<file path="src/rtl/rgb_to_gray_stream.sv">
`default_nettype none
// ============================================================================
//  Module      : rgb_to_gray_stream
//  Description : Converts a raster-order 24-bit RGB pixel stream into an
//                8-bit grayscale stream using integer luma weights
//                (77*R + 150*G + 29*B + 128) >> 8. The pipeline has three
//                registered stages and a fixed latency of 3 cycles.
//                Output-side raster counters flag the first (sof_o) and
//                last (eof_o) pixel of every frame alongside done_o.
//  Revision    : 1.0 - initial release
// ============================================================================
module rgb_to_gray_stream #(
  parameter int IMG_W = 256,  // pixels per line, must be >= 2
  parameter int IMG_H = 256   // lines per frame, must be >= 1
) (
  input  logic       clk,
  input  logic       rst,          // asynchronous, active-low
  input  logic [7:0] r_i,
  input  logic [7:0] g_i,
  input  logic [7:0] b_i,
  input  logic       done_i,       // pixel-valid strobe
  output logic [7:0] grayscale_o,
  output logic       done_o,       // result-valid strobe
  output logic       sof_o,        // first pixel of a frame
  output logic       eof_o         // last pixel of a frame
);

  // --------------------------------------------------------------------------
  // Constants
  // --------------------------------------------------------------------------
  // A one-line image still needs a 1-bit row counter to keep widths legal.
  localparam int c_COL_W = (IMG_W > 1) ? $clog2(IMG_W) : 1;
  localparam int c_ROW_W = (IMG_H > 1) ? $clog2(IMG_H) : 1;

  localparam logic [c_COL_W-1:0] c_COL_LAST = c_COL_W'(IMG_W - 1);
  localparam logic [c_ROW_W-1:0] c_ROW_LAST = c_ROW_W'(IMG_H - 1);
  localparam logic [c_COL_W-1:0] c_COL_ONE  = c_COL_W'(1);
  localparam logic [c_ROW_W-1:0] c_ROW_ONE  = c_ROW_W'(1);

  // Luma weights sum to 256, so the rounded result never exceeds 255.
  localparam logic [15:0] c_W_R   = 16'd77;
  localparam logic [15:0] c_W_G   = 16'd150;
  localparam logic [15:0] c_W_B   = 16'd29;
  localparam logic [16:0] c_ROUND = 17'd128;

  // --------------------------------------------------------------------------
  // Stage 1: weighted products
  // --------------------------------------------------------------------------
  logic [15:0] w_prod_r;
  logic [15:0] w_prod_g;
  logic [15:0] w_prod_b;

  logic [15:0] r_s1_prod_r;
  logic [15:0] r_s1_prod_g;
  logic [15:0] r_s1_prod_b;
  logic        r_s1_vld;

  // 8-bit component times 8-bit weight always fits in 16 bits.
  assign w_prod_r = {8'd0, r_i} * c_W_R;
  assign w_prod_g = {8'd0, g_i} * c_W_G;
  assign w_prod_b = {8'd0, b_i} * c_W_B;

  // S1 valid follows done_i every cycle so bubbles travel with the data.
  always_ff @(posedge clk or negedge rst) begin
    if (!rst) begin
      r_s1_vld <= 1'b0;
    end else begin
      r_s1_vld <= done_i;
    end
  end

  // S1 product registers only load on an accepted pixel.
  always_ff @(posedge clk or negedge rst) begin
    if (!rst) begin
      r_s1_prod_r <= '0;
      r_s1_prod_g <= '0;
      r_s1_prod_b <= '0;
    end else if (done_i) begin
      r_s1_prod_r <= w_prod_r;
      r_s1_prod_g <= w_prod_g;
      r_s1_prod_b <= w_prod_b;
    end
  end

  // --------------------------------------------------------------------------
  // Stage 2: rounded sum
  // --------------------------------------------------------------------------
  logic [16:0] w_sum;
  logic [16:0] r_s2_sum;
  logic        r_s2_vld;

  assign w_sum = {1'b0, r_s1_prod_r}
               + {1'b0, r_s1_prod_g}
               + {1'b0, r_s1_prod_b}
               + c_ROUND;

  // S2 valid shifts the S1 valid, carrying bubbles forward unchanged.
  always_ff @(posedge clk or negedge rst) begin
    if (!rst) begin
      r_s2_vld <= 1'b0;
    end else begin
      r_s2_vld <= r_s1_vld;
    end
  end

  // S2 sum register only loads when S1 holds a real pixel.
  always_ff @(posedge clk or negedge rst) begin
    if (!rst) begin
      r_s2_sum <= '0;
    end else if (r_s1_vld) begin
      r_s2_sum <= w_sum;
    end
  end

  // The rounded sum tops out at 65408, so bit 16 is always zero and the low
  // byte is the discarded fraction; only [15:8] reaches the output.
  logic w_sum_unused;
  assign w_sum_unused = ^{r_s2_sum[16], r_s2_sum[7:0]};

  // --------------------------------------------------------------------------
  // Output-side raster position
  // --------------------------------------------------------------------------
  logic [c_COL_W-1:0] r_col;
  logic [c_ROW_W-1:0] r_row;
  logic               w_col_last;
  logic               w_row_last;
  logic               w_at_sof;
  logic               w_at_eof;

  assign w_col_last = (r_col == c_COL_LAST);
  assign w_row_last = (r_row == c_ROW_LAST);
  assign w_at_sof   = (r_col == '0) && (r_row == '0);
  assign w_at_eof   = w_col_last && w_row_last;

  // Counters advance on S2 valid so the position they hold describes the
  // pixel being written into S3 in the same cycle.
  always_ff @(posedge clk or negedge rst) begin
    if (!rst) begin
      r_col <= '0;
      r_row <= '0;
    end else if (r_s2_vld) begin
      if (w_col_last) begin
        r_col <= '0;
        if (w_row_last) begin
          r_row <= '0;
        end else begin
          r_row <= r_row + c_ROW_ONE;
        end
      end else begin
        r_col <= r_col + c_COL_ONE;
      end
    end
  end

  // --------------------------------------------------------------------------
  // Stage 3: output register
  // --------------------------------------------------------------------------
  // Strobes are rewritten every cycle; frame flags are qualified by valid so
  // they can never appear outside done_o.
  always_ff @(posedge clk or negedge rst) begin
    if (!rst) begin
      done_o <= 1'b0;
      sof_o  <= 1'b0;
      eof_o  <= 1'b0;
    end else begin
      done_o <= r_s2_vld;
      sof_o  <= r_s2_vld & w_at_sof;
      eof_o  <= r_s2_vld & w_at_eof;
    end
  end

  // Grayscale byte holds its last value through bubbles.
  always_ff @(posedge clk or negedge rst) begin
    if (!rst) begin
      grayscale_o <= '0;
    end else if (r_s2_vld) begin
      grayscale_o <= r_s2_sum[15:8];
    end
  end

endmodule
`default_nettype wire

</file>
<file path="config.mk">
export PLATFORM = sky130hd
export DESIGN_NAME = rgb_to_gray_stream
export DESIGN_NICKNAME = d
export VERILOG_FILES = /design/src/rtl/rgb_to_gray_stream.sv
export SDC_FILE = /design/constraint.sdc
export NUM_CORES = 1
export LEC_CHECK = 0
export ABC_AREA = 0
export CORE_ASPECT_RATIO = 0.7
export CORE_MARGIN = 2
export CORE_UTILIZATION = 60
export DETAILED_ROUTE_END_ITERATION = 7
export GPL_TIMING_DRIVEN = 0
export PLACE_DENSITY = 0.88
export SYNTH_ARGS = -nofsm -noshare
export SYNTH_HDL_FRONTEND = slang
export SYNTH_SLANG_ARGS = --single-unit
</file>
<file path="constraint.sdc">
create_clock -name clk -period 3.85 [get_ports clk]
set_input_delay 0.77 -clock clk [delete_from_list [all_inputs] [get_ports clk]]
set_output_delay 0.77 -clock clk [all_outputs]
set_load 0.03 [all_outputs]
</file>
# Word-level counts from Yosys, hierarchy flattened
# Index checks and enable logic that the tools add are counted.
dict set report word_totals {
  reg_bits 88
  inputBits 27
  out_inout_bits 11
  elab_cells 31
}
dict set report classes {
  addsub 5
  mul 3
  eq_ne 2
  muxes 2
  bitwise 2
  reduce_logical 5
}
# operator count
set op_table {}
lappend op_table {{$mul A8 B7 Y15 const B} 2}
lappend op_table {{$add A15 B16 Y16} 1}
lappend op_table {{$add A16 B13 Y16} 1}
lappend op_table {{$add A16 B8 Y16 const B} 1}
lappend op_table {{$add A8 B1 Y8 const B} 2}
lappend op_table {{$eq A8 B8 Y1 const B} 2}
lappend op_table {{$logic_not A8 Y1} 2}
lappend op_table {{$mux W8} 2}
lappend op_table {{$mul A8 B5 Y13 const B} 1}
lappend op_table {{$and A1 B1 Y1} 2}
lappend op_table {{$logic_and A1 B1 Y1} 2}
lappend op_table {{$reduce_and A2 Y1} 1}

# Depth between registers and ports, before layout
dict set report logic_depth {
  depth_word 3
  mapped_depth 13
}

# Worst setup path after synthesis
# No wires, ideal clock.
dict set report synth_timing {
  path_type {input port to flip-flop}
  from {input g_i[4]}
  to {register r_s1_prod_g[14]}
  setup_time_ns 0.131
  t_arrival_ns 3.641
  slack_ns 0.078
  path_stages 12
  path_buffers 0
  cell_sequence {ha_1 -> ha_1 -> inv_1 -> fa_1 -> fa_1 -> inv_1 -> ha_1 -> o21a_1 -> o21a_1 -> a2111oi_0 -> or4_1 -> nand3_1}
}
dict set report synth_between {
  elab_chain_cells 1
}
# item line_no
set synth_lines {}
lappend synth_lines {{start, declared} 19} ;# input logic [7:0] g_i,
lappend synth_lines {{$mul A8 B7 Y15} 60} ;# assign w_prod_g = {8'd0, g_i} * c_W_G;
lappend synth_lines {{end signal, assigned} 80} ;# r_s1_prod_g <= w_prod_g;
lappend synth_lines {{end, declared} 54} ;# logic [15:0] r_s1_prod_g;
# Every way passes these cells.
# A chain may end at the register's enable or synchronous reset.

# Worst setup path in the final report
dict set report layout_timing {
  from {input g_i[4]}
  to {register r_s1_prod_g[12]}
}
# Same word-level chain as after synthesis.

==> metrics.sh <==
CTS_ROOT_BUFFER='clkbuf_16'
PLACED_AREA_SQ_UM=7750
WORST-ENDPOINT-REQUIRED_PS=4080
EDFF_COUNT_SYNTH=0
AVERAGE_WIRE_PER_STANDARD_CELL_MICRONS=18.5
SYNTH.CELLS.MOST_FREQUENT='129 x ha_1, 115 x inv_1, 80 x dfrtp_1'
SYNTH_FF_TYPE='dfrtp_1'
CLOCK_LATENCY_PS=350
STARTPOINT_TYPES='input pin'
SYNTHESIS.AREA_PER_INSTANCE_SQ_UM=9.67
WORST_CLOCK_SKEW_PS=9.18
GRT.TOTAL_USAGE=0.287
NNETSFINAL=986
WORST_PIN_SLEW_PS=692
TNS_PS=0
GRT_PASS1_VIAS=5904
SYNTH.CELL_AREA_SQ_UM=7170
FLOORPLAN.INITIALDENSITY=0.613
PATH_CLK_SLEW_PS=70
FINAL_CELL_AREA_EXCLUDING_FILLER_CELLS_SQ_UM=8230
ANTENNA_CELLS=0
ROUTABILITYCONGESTION=0.890
SYNTH-SEQ-AREA-SHARE=0.279
DRV_SLEW=0
GRT_PASS1_WL_MICRONS=29000
DIE_AREA_SQ_UM=12900
PATH_MAX_FANOUT=5
DIEHEIGHT_MICRONS=95.5
WORSTHOLDPATHTYPE='reg2reg'
CTSHTREEMAXLEVEL=3
NETLIST-CELL-TYPE-COUNT=60
ANT_NETS=0
GRT_REMAINING_OVERFLOW=0
HOLDWS_PS=382
MAX_CAPACITANCE_VIOLATION_COUNT=0
TIMING.FINAL.HOLD_VIOLATIONS=0
POST-SYNTH-TOP-COUNT-CELL='ha_1'
TIMING.CRITICAL_PATH.ARRIVAL_PS=4020
P_PER_AREA_nW_PER_UM2=779
PERIOD_SHARE=0.985
DETAIL_ROUTE.DRC_VIOLATIONS=0
AREA_GROWTH_PCT=14.8
PORT_BUFFERS=37
PEAKVDDDROP_mV=0.533
CLK_PATH_BUF_DEPTH=2
CTS_TREE='built'
FILLERINSTANCES=799
CTS.HOLD.BUFFERS_ADDED=0
MAX-SLEW-MARGIN-REL=0.539
CLOCK.FMAX_GHz=0.264
ASYNC_RESET_FF_FRAC=1.00
POSTSYNTHNETCOUNT=935
SYNTHESIS.INSTANCES=741
INITIALDRTVIOLATIONCOUNT=522
FINAL-SETUP-VIOL-COUNT=0
CHIPWIDTH_MICRONS=135
SYNTH_TOP_AREA_CELL='dfrtp_1'
TRITONCTS_BUFFER_COUNT=9
CLOCK_SINK_TOTAL=80
SYNTH_WARNINGS=0
INITIAL_ANTENNA_VIOLATION_COUNT=0
VIAS_PER_CELL=6.12
TOTAL_LEAKAGE_POWER_nW=4.10
DP.FINAL_HPWL_MICRONS=13000
CORE_AREA_SQ_UM=11700
YS_TOP_CELLS_BY_AREA='dfrtp_1 28%, ha_1 23%, fa_1 11%, inv_1 6.0%, o21ai_0 2.9%'
IOS=38
SYNTH.TOP_CELL.AREA_SHARE=0.279
VIA_TOTAL_AFTER_DETAILED_ROUTING=5840
WORSTSETUPENDPOINTTYPE='flop'
FINAL_LAYOUT_SIZE_SUFFIX_GT1_FRAC=0.0878
PLACEMENT_ROWS=33
OUTCOME='complete, no violations'
SYNTH_SEQ_CELLS=80
FIRSTDRTPASSITERS=5
TOTALWIRELENGTH_MICRONS=17600
LAYOUT_MIN_CYCLE_TIME_PS=3790
GRT_START_MAX_NET_PINS=42
CRITICAL_PATH_CLASS='in2reg'
[flip-flops by register name (all words and copies together) (netlist names), 8 cells and up]
register	flops
r_s1_prod_g	15
r_row	8
r_s2_sum	8
grayscale_o	8
r_s1_prod_b	13
r_col	8
r_s1_prod_r	15
[power by group]
part,switching (W),internal (W)
combinational,0.00240,0.00174
clock,0.000375,0.000582
sequential,0.000179,0.00112
total,0.00296,0.00345
[placed cells by master, fill, tap and decap left out, types with 6 or more instances in the layout]
master / count
mux2_2: 15
clkbuf_2: 6
dfrtp_1: 80
nand4_1: 9
o211ai_1: 12
or3_1: 6
nand3_1: 17
clkbuf_16: 9
a21oi_1: 26
o21a_1: 10
o31ai_1: 6
xor2_1: 8
nand2_1: 38
a21o_1: 10
clkdlybuf4s50_1: 16
nor2b_1: 8
ha_1: 122
a31oi_1: 7
a211oi_1: 9
clkbuf_1: 11
dlymetal6s2s_1: 9
nor2_1: 33
nor3_1: 18
fa_1: 38
inv_1: 114
xnor2_1: 14
o21ai_0: 35
ha_4: 6
[final timing paths]
path                            startpoint               to  slack (ps)  depth (start not counted)
min reg2reg                       r_s2_vld           done_o         380                          0
min                               r_s2_vld           done_o         380                          0
max reg2reg                r_s1_prod_r[10]     r_s2_sum[15]         780                         10
max in group asynchronous              rst     r_s2_sum[13]        2860                          2
max                                 g_i[4]  r_s1_prod_g[12]          60                         14
min in group asynchronous              rst   r_s1_prod_r[2]         400                          1
[repair_timing]
action,in CTS,in global routing
pin swaps,4,9
buffers inserted,1,1
endpoints found under the setup margin,15,17
gates resized for setup,24,42
[through the flow]
| stage | total power (W) | std cells | setup slack [ps] | util |
|---|---|---|---|---|
| after floorplan | 0.00411 | 741 | 77.9 | - |
| after global placement | 0.00487 | 935 | -702 | 0.662 |
| after detailed placement | 0.00509 | 936 | -855 | 0.663 |
| after CTS | 0.00620 | 953 | -83.8 | 0.696 |
| after global routing | 0.00691 | 954 | -4.96 | 0.704 |
| final | 0.00641 | 954 | 57.7 | 0.704 |
[cell families (layout without fill, tap and decap cells)]
group,Yosys count,in the layout,share of synthesized area
AO/OA/AOI/OAI,167,167,0.157
XOR/XNOR,22,22,0.0269
adder cells (fa/ha/maj),167,167,0.331
buffers and inverters,132,188,0.0698
flip-flops,80,80,0.279
multiplexers,20,20,0.0305
AND/OR/NAND/NOR,153,153,0.105
[critical path: stages]
cell,delay (ps)
buf_2,150
ha_4,240
ha_1,280
inv_1,50
fa_1,460
fa_1,530
inv_1,80
ha_4,310
o21a_1,170
o21a_1,170
buf_4,130
a21oi_2,80
o2111a_1,240
or3_1,360
[metal layers]
metal	share of wire	track usage	vias up
met3	0.059	0.0494	32
met5	0	0	-
met4	0.015	0.0833	0
li1	-	-	2712
met2	0.49	0.489	252
met1	0.44	0.380	2844
[final cells by class]
cell class                 count  area [sq um]  area share
tap                          157           196      0.0239
timing repair buffer          40           385      0.0468
clock buffer                   9           225      0.0274
clock inverter                 7           106      0.0129
multi-input combinational    529          4810       0.585
inverter                     115           432      0.0525
sequential                    80          2000       0.243
buffer                        17          68.8     0.00837
Note: power is estimated with default switching activity, not from simulation.
